[config.mk]
export PLATFORM = sky130hd
export DESIGN_NAME = fetch_pq
export DESIGN_NICKNAME = d
export VERILOG_FILES = /design/src/rtl/fetch_pq.sv
export SDC_FILE = /design/constraint.sdc
export NUM_CORES = 1
export LEC_CHECK = 0
export ABC_AREA = 1
export CORE_UTILIZATION = 35
export DETAILED_ROUTE_END_ITERATION = 10
export GPL_TIMING_DRIVEN = 0
export PLACE_DENSITY = 0.6
export SLEW_MARGIN = 10
export SYNTH_ARGS = -nofsm -noshare
export SYNTH_HDL_FRONTEND = slang
export SYNTH_SLANG_ARGS = --single-unit
[constraint.sdc]
create_clock -name clk -period 8.1 [get_ports clk]
set_clock_uncertainty 0.2 [all_clocks]
set_input_delay 0.81 -clock clk [delete_from_list [all_inputs] [get_ports clk]]
set_output_delay 0.81 -clock clk [all_outputs]
set_load 0.01 [all_outputs]
[src/rtl/fetch_pq.sv]
// fetch_pq: instruction-fetch unit with a QDEPTH-entry prefetch queue feeding decode.
// One outstanding I-cache request; redirects flush the queue, faults and misalignment halt fetch.
module fetch_pq #(
    parameter int              XLEN     = 32,
    parameter int              QDEPTH   = 4,
    parameter logic [XLEN-1:0] RESET_PC = '0
) (
    input  logic            clk,
    input  logic            rst_n,
    output logic            icache_req_o,
    output logic [XLEN-1:0] icache_addr_o,
    input  logic            icache_ack_i,
    input  logic [31:0]     icache_rdata_i,
    input  logic            page_fault_i,
    input  logic            csr_new_pc_req_i,
    input  logic [XLEN-1:0] csr_pc_new_i,
    input  logic            exe_new_pc_req_i,
    input  logic [XLEN-1:0] exe_pc_new_i,
    input  logic            wfi_req_i,
    input  logic            id_ready_i,
    output logic            id_valid_o,
    output logic [31:0]     id_instr_o,
    output logic [XLEN-1:0] id_pc_o,
    output logic            id_exc_valid_o,
    output logic [3:0]      id_exc_code_o
);
    localparam int          AW  = $clog2(QDEPTH);
    localparam logic [31:0] NOP = 32'h0000_0013;
    localparam logic [AW:0] QD  = (AW+1)'(QDEPTH);

    typedef enum logic [1:0] {S_RESET, S_RUN, S_WFI, S_HALT} state_t;

    state_t          state_q, state_d;
    logic [XLEN-1:0] pc_q, pc_d;
    logic [AW:0]     count_q, count_d;
    logic [AW-1:0]   rd_q, rd_d, wr_q, wr_d;
    logic [XLEN-1:0] q_pc    [QDEPTH];
    logic [31:0]     q_instr [QDEPTH];
    logic            q_exc   [QDEPTH];
    logic [3:0]      q_code  [QDEPTH];
    logic            redirect, space, ack, fault, misalign, push, pop;
    logic [XLEN-1:0] target;

    assign redirect = (csr_new_pc_req_i || exe_new_pc_req_i) && state_q != S_RESET;
    assign target   = csr_new_pc_req_i ? csr_pc_new_i : exe_pc_new_i;
    assign space    = count_q < QD;
    assign ack      = icache_req_o && icache_ack_i;
    assign fault    = ack && page_fault_i;
    // Ack and pop in a redirect cycle are dropped along with the flushed queue.
    assign push     = !redirect && (ack || misalign);
    assign pop      = !redirect && id_valid_o && id_ready_i;

    always_ff @(posedge clk or negedge rst_n) begin
        if (!rst_n) state_q <= S_RESET;
        else        state_q <= state_d;
    end

    always_comb begin
        state_d = state_q;
        if (state_q == S_RESET)     state_d = S_RUN;
        else if (redirect)          state_d = S_RUN;
        else if (fault || misalign) state_d = S_HALT;
        else if (state_q == S_RUN && wfi_req_i) state_d = S_WFI;
    end

    always_comb begin
        icache_req_o = state_q == S_RUN && pc_q[1:0] == 2'b00 && space;
        misalign     = state_q == S_RUN && pc_q[1:0] != 2'b00 && space;
    end

    always_comb begin
        pc_d    = redirect ? target : (ack && !page_fault_i) ? pc_q + XLEN'(4) : pc_q;
        count_d = redirect ? '0 : count_q + (AW+1)'(push) - (AW+1)'(pop);
        rd_d    = redirect ? '0 : rd_q + AW'(pop);
        wr_d    = redirect ? '0 : wr_q + AW'(push);
    end

    always_ff @(posedge clk or negedge rst_n) begin
        if (!rst_n) begin
            pc_q    <= RESET_PC;
            count_q <= '0;
            rd_q    <= '0;
            wr_q    <= '0;
        end else begin
            pc_q    <= pc_d;
            count_q <= count_d;
            rd_q    <= rd_d;
            wr_q    <= wr_d;
        end
    end

    always_ff @(posedge clk) begin
        if (push) begin
            q_pc[wr_q]    <= pc_q;
            q_instr[wr_q] <= (fault || misalign) ? NOP : icache_rdata_i;
            q_exc[wr_q]   <= fault || misalign;
            q_code[wr_q]  <= fault ? 4'd12 : 4'd0;
        end
    end

    assign icache_addr_o  = pc_q;
    assign id_valid_o     = count_q != '0;
    assign id_instr_o     = id_valid_o ? q_instr[rd_q] : NOP;
    assign id_pc_o        = id_valid_o ? q_pc[rd_q] : '0;
    assign id_exc_valid_o = id_valid_o && q_exc[rd_q];
    assign id_exc_code_o  = id_valid_o ? q_code[rd_q] : 4'd0;
endmodule

======== Yosys cells after proc, flatten, opt, wreduce, memory -nomap -nowiden ========
Memory sizes are Yosys's and may differ from the RTL's.
Cells that the tools add are included.
word-level totals
  memories kept ........................... 4
  memory bits (writable) .................. 276
  register bits after elaboration ......... 41
  logic and storage cells ................. 58
  output and inout bits ................... 103
  bits of input ports ..................... 104
memory list
  name     words  bits a word  read ports  clocked after Yosys merged registers in  write ports  RTL line  RTL
  q_instr  4      32           1           0                                        1            38        logic [31:0] q_instr [QDEPTH];
  q_pc     4      32           1           0                                        1            37        logic [XLEN-1:0] q_pc [QDEPTH];
  q_code   4      4            1           0                                        1            40        logic [3:0] q_code [QDEPTH];
  q_exc    4      1            1           0                                        1            39        logic q_exc [QDEPTH];
cells by class
  multiplexer cells ....................... 17
  reductions and logical operators ........ 25
  eq/ne operators ......................... 1
  $add $sub $neg .......................... 5
  $lt $le $gt $ge ......................... 1
operator list
  cell                                                              count
  32-bit 2-to-1 mux                                                 6
  32-bit by 3-bit adder with 32-bit output (second input constant)  1
  1-bit logical AND                                                 13
  2-bit 2-to-1 mux                                                  6
  4-bit 2-to-1 mux                                                  2
  2-bit nonzero test                                                3
  2-bit by 1-bit adder with 2-bit output                            2
  2-bit zero test                                                   2
  4-bit nonzero test                                                1
  3-bit by 1-bit adder with 3-bit output                            1
  1-bit logical OR                                                  3
  3-bit less-than comparator (second input constant)                1
  3-bit 2-to-1 mux                                                  1
  3-bit nonzero test                                                1
  3-bit by 1-bit subtractor with 3-bit output                       1
  2-bit by 1-bit == test with 1-bit output (second input constant)  1
  1-bit zero test                                                   2
  1-bit 2-to-1 mux                                                  2

======== Depth between registers and ports, before layout ========
  depth in word-level cells ............... 9
  gate-level depth with buffers ........... 14
  depth with buffers taken out ............ 13

======== Worst setup path after synthesis ========
No wires, ideal clock.
  path type ............................... in2reg
  start ................................... input csr_new_pc_req_i
  end ..................................... memory q_code[0][2] (enable)
  buffers on the path ..................... 1
  stages on the path ...................... 6
  library setup time ...................... 0.571 ns
  setup slack ............................. 1.395 ns
  required time ........................... 7.329 ns
  arrival ................................. 5.934 ns
  cells stage by stage .................... buf_4 -> nor2_4 -> nor2_8 -> inv_2 -> o21ai_1 -> nor3_1
between the ends
  cells in the longest elaborated chain, start to end .. 6
RTL lines
  what               RTL line  RTL
  from (decl)        15        input logic csr_new_pc_req_i,
  1-bit logical OR   44        assign redirect = (csr_new_pc_req_i || exe_new_pc_req_i) && state_q != S_RESET;
  1-bit logical AND  44
  1-bit zero test    50        assign push = !redirect && (ack || misalign);
  1-bit logical AND  50
  1-bit 2-to-1 mux   93        if (push) begin
  1-bit 2-to-1 mux   97        q_code[wr_q] <= fault ? 4'd12 : 4'd0;
  to (decl)          40
Every way passes these cells.

======== Worst setup path in the final report ========
  start ................................... register rd_q[0]
  end ..................................... output id_exc_code_o[3]
between the ends
  cells in the longest elaborated chain, start to end .. 2
RTL lines
  what                    RTL line  RTL
  from (decl)             36        logic [AW-1:0] rd_q, rd_d, wr_q, wr_d;
  from (signal assigned)  87        rd_q <= rd_d;
  memory 4 x 4 bit        --
  4-bit 2-to-1 mux        106       assign id_exc_code_o = id_valid_o ? q_code[rd_q] : 4'd0;
  to (decl)               25        output logic [3:0] id_exc_code_o
Every way passes these cells.

==> metrics <==
Worst-Margin Slew a little over 0.9 ns; global-route wire length before repair between 50000 and 60000 um; insertion delay of the later-clocked pin in the worst-skew pair around 0.50 ns; Inst Count DP 2107; max_cap viols 0; Seq cells post-synth approximately 310; Rel. slew slack between 30% and 40%; Slew Viols, Final 0; Overall Power about 0.0040 W; layout cells sized above 1 between 10% and 20%; CP Launch Type flip-flop; Routed WL 38000 um; cts repair resizes 0; CTS tree built; wire length per cell between 15 and 20 um; DPL Wire Length between 20000 and 30000 um; placed cell area ~17000 um^2; number of global-route vias before repair between 10000 and 15000; Critical Path AT roughly 3.2 ns; Mapped Cells between 1000 and 1500; Critical Path RT roughly 7 ns; Fin Setup TNS 0 ns; top_reg_cell synth edfxtp_1; top-area cell type share of the netlist area between 50 and 60%; most numerous cell in the Yosys netlist nor2_1; final hold vios 0; status complete, no violations; Die X 200 um; Synth area leaders edfxtp_1 58%, nor2_1 10%, dfrtp_1 7.5%; min-delay worst type reg2reg; overall routing resource usage 18.8%; # clock sinks approximately 310; leading area contributor after synthesis edfxtp_1; Area growth, synth to finish 30.3%; number of diodes 0; clk root buf clkbuf_16; f_max 240 MHz; IO Count 207; drt first pass iters 5; clk buf depth 3; Num CTS Buffers 35; clock slew at reported path FFs 0.06 ns; Unique masters post-synth 38; Initial DRC Count 630; residual DRC count 0; Syn Area/Cell 10.2 um^2; P per Cell Area 223 nW/um^2; Non-Filler Cell Area, Final 17900 um^2; synth warn 0; Row Count 72; input/output buffers a little over 200; GP Congestion roughly 0.86; Pleak ~6.7 nW; height of the die between 200 and 250 um; Setup violations, final 0; initial antenna violation count 0; grt ovf 0; Async SR Flop Fraction between 10% and 20%; critical path class reg2out; Core Area 38700 um^2; Detail Route Antenna Nets 0; Seq/Total Area, Yosys about 65%; # nets final ~1700; Min Hold Slack ~0.39 ns; number of synthesized flops with an enable pin roughly 260; Non-Filler Instances approximately 2200; RSZ-0062 raised after global routing no; Vias/cell 4.79; synthesized area roughly 14000 um^2; Commonest cells post-synth 379 x nor2_1, 264 x edfxtp_1, 155 x nand2_1, 126 x o21ai_0, 96 x a21oi_1; total number of vias between 10000 and 15000; Starting Density ~35%; largest net degree at the start of global routing 34; Fillers between 3000 and 4000; period utilization between 50% and 60%; H-tree lvl count 2; die area 40100 um^2; Max FO, Critical Path 10; fin crit period ~4.2 ns; Peak VDD IR 0.136 mV; CP Capture Type output port
## stage by stage
step,utilization (%),setup slack (ns)
6_report,46.2,3.94
4_1_cts,46.2,3.89
3_5_place_dp,43.3,4.14
2_1_floorplan,-,1.40
5_1_grt,46.2,3.76
3_3_place_gp,42.4,-2.91
## state kept, by name, summed over array words and instances (netlist names)
name and count:
count_q 3, q_pc 128, q_instr 128, q_code 4, state_q 2, wr_q 2, icache_addr_o 32, q_exc 4
rd_q 2
## where the power goes
group | internal [W] | leakage (nW) | total [W] | switching (W)
Combinational | 0.000231 | 3.21 | 0.000515 | 0.000284
Clock | 0.000947 | 0.545 | 0.00155 | 0.000603
Sequential | 0.00182 | 2.90 | 0.00192 | 0.0000994
Total | 0.00300 | 6.66 | 0.00399 | 0.000986
## placed cells by master, fill, tap and decap left out, types with 6 or more instances in the layout
cell type | synthesis | layout
o21ai_1 | 16 | 16
nand2_1 | 155 | 155
buf_6 | 2 | 20
buf_2 | 32 | 33
dfrtp_1 | 41 | 41
nor2_2 | 17 | 17
a21oi_2 | 12 | 12
nand3_1 | 38 | 38
nor3_1 | 11 | 7
edfxtp_1 | 264 | 264
clkbuf_1 | 29 | 37
xor2_1 | 6 | 6
inv_1 | 70 | 70
clkbuf_16 | 0 | 37
nor2_1 | 379 | 379
o21ai_0 | 126 | 126
buf_4 | 9 | 23
clkdlybuf4s50_1 | 0 | 202
a21oi_1 | 96 | 96
## timing repair
action	4_1_cts	5_1_grt
hold buffers	1	0
setup buffers	0	0
endpoints found under the hold margin	8	0
## critical path, stage by stage (launching register included)
cell and delay (ns):
dfrtp_1 0.38, buf_2 0.21, inv_2 0.19, buf_4 0.25
clkbuf_1 0.40, o21ai_0 0.14, a21oi_1 0.38, buf_4 0.18
clkdlybuf4s50_1 0.52
## routing by layer
| metal | track usage (%) | part of all wire (%) | routed length, um | vias up |
|---|---|---|---|---|
| met1 | 24.5 | 44 | 16500 | 4886 |
| met2 | 31.9 | 48 | 18300 | 327 |
| met5 | 0 | 0 | 0 | - |
| li1 | - | - | - | 5108 |
| met3 | 3.25 | 6.2 | 2360 | 57 |
| met4 | 5.25 | 2.2 | 835 | 0 |
## cell type report
class | count | area [um^2] | area share (%)
Multi-Input combinational cell | 898 | 4140 | 23.1
Timing Repair Buffer | 237 | 2360 | 13.2
Sequential cell | 305 | 8950 | 50.0
Tap cell | 518 | 648 | 3.62
Inverter | 75 | 289 | 1.61
Buffer | 75 | 387 | 2.16
Clock buffer | 47 | 983 | 5.49
Clock inverter | 12 | 146 | 0.817
## cell families after synthesis
group | after synthesis | share of synthesized area [%]
adders and majority gates | 6 | 0.601
other | 1 | 0.0273
AOI/OAI and AO/OA | 260 | 10.0
muxes | 2 | 0.146
DFF | 305 | 65.1
and+or+nand+nor | 619 | 18.6
xor gates and xnor gates | 9 | 0.573
buffers and inverters | 150 | 4.91
## worst paths after layout
check	from	to	slack, ns	cells after the start
worst max-delay path	rd_q[0]$_DFF_PN0_	id_exc_code_o[3]	3.94	8
max in group asynchronous	rst_n	icache_addr_o[7]$_DFFE_PN0P_	6.71	3
min in group asynchronous	rst_n	icache_addr_o[23]$_DFFE_PN0P_	0.49	2
worst min-delay path	state_q[0]$_DFFE_PN0P_	state_q[0]$_DFFE_PN0P_	0.39	2
worst min register to register	state_q[0]$_DFFE_PN0P_	state_q[0]$_DFFE_PN0P_	0.39	2
worst max register to register	icache_addr_o[1]$_DFFE_PN0P_	q_pc[1][30]$_DFFE_PP_	4.86	8
(Power assumes the default switching activity.)
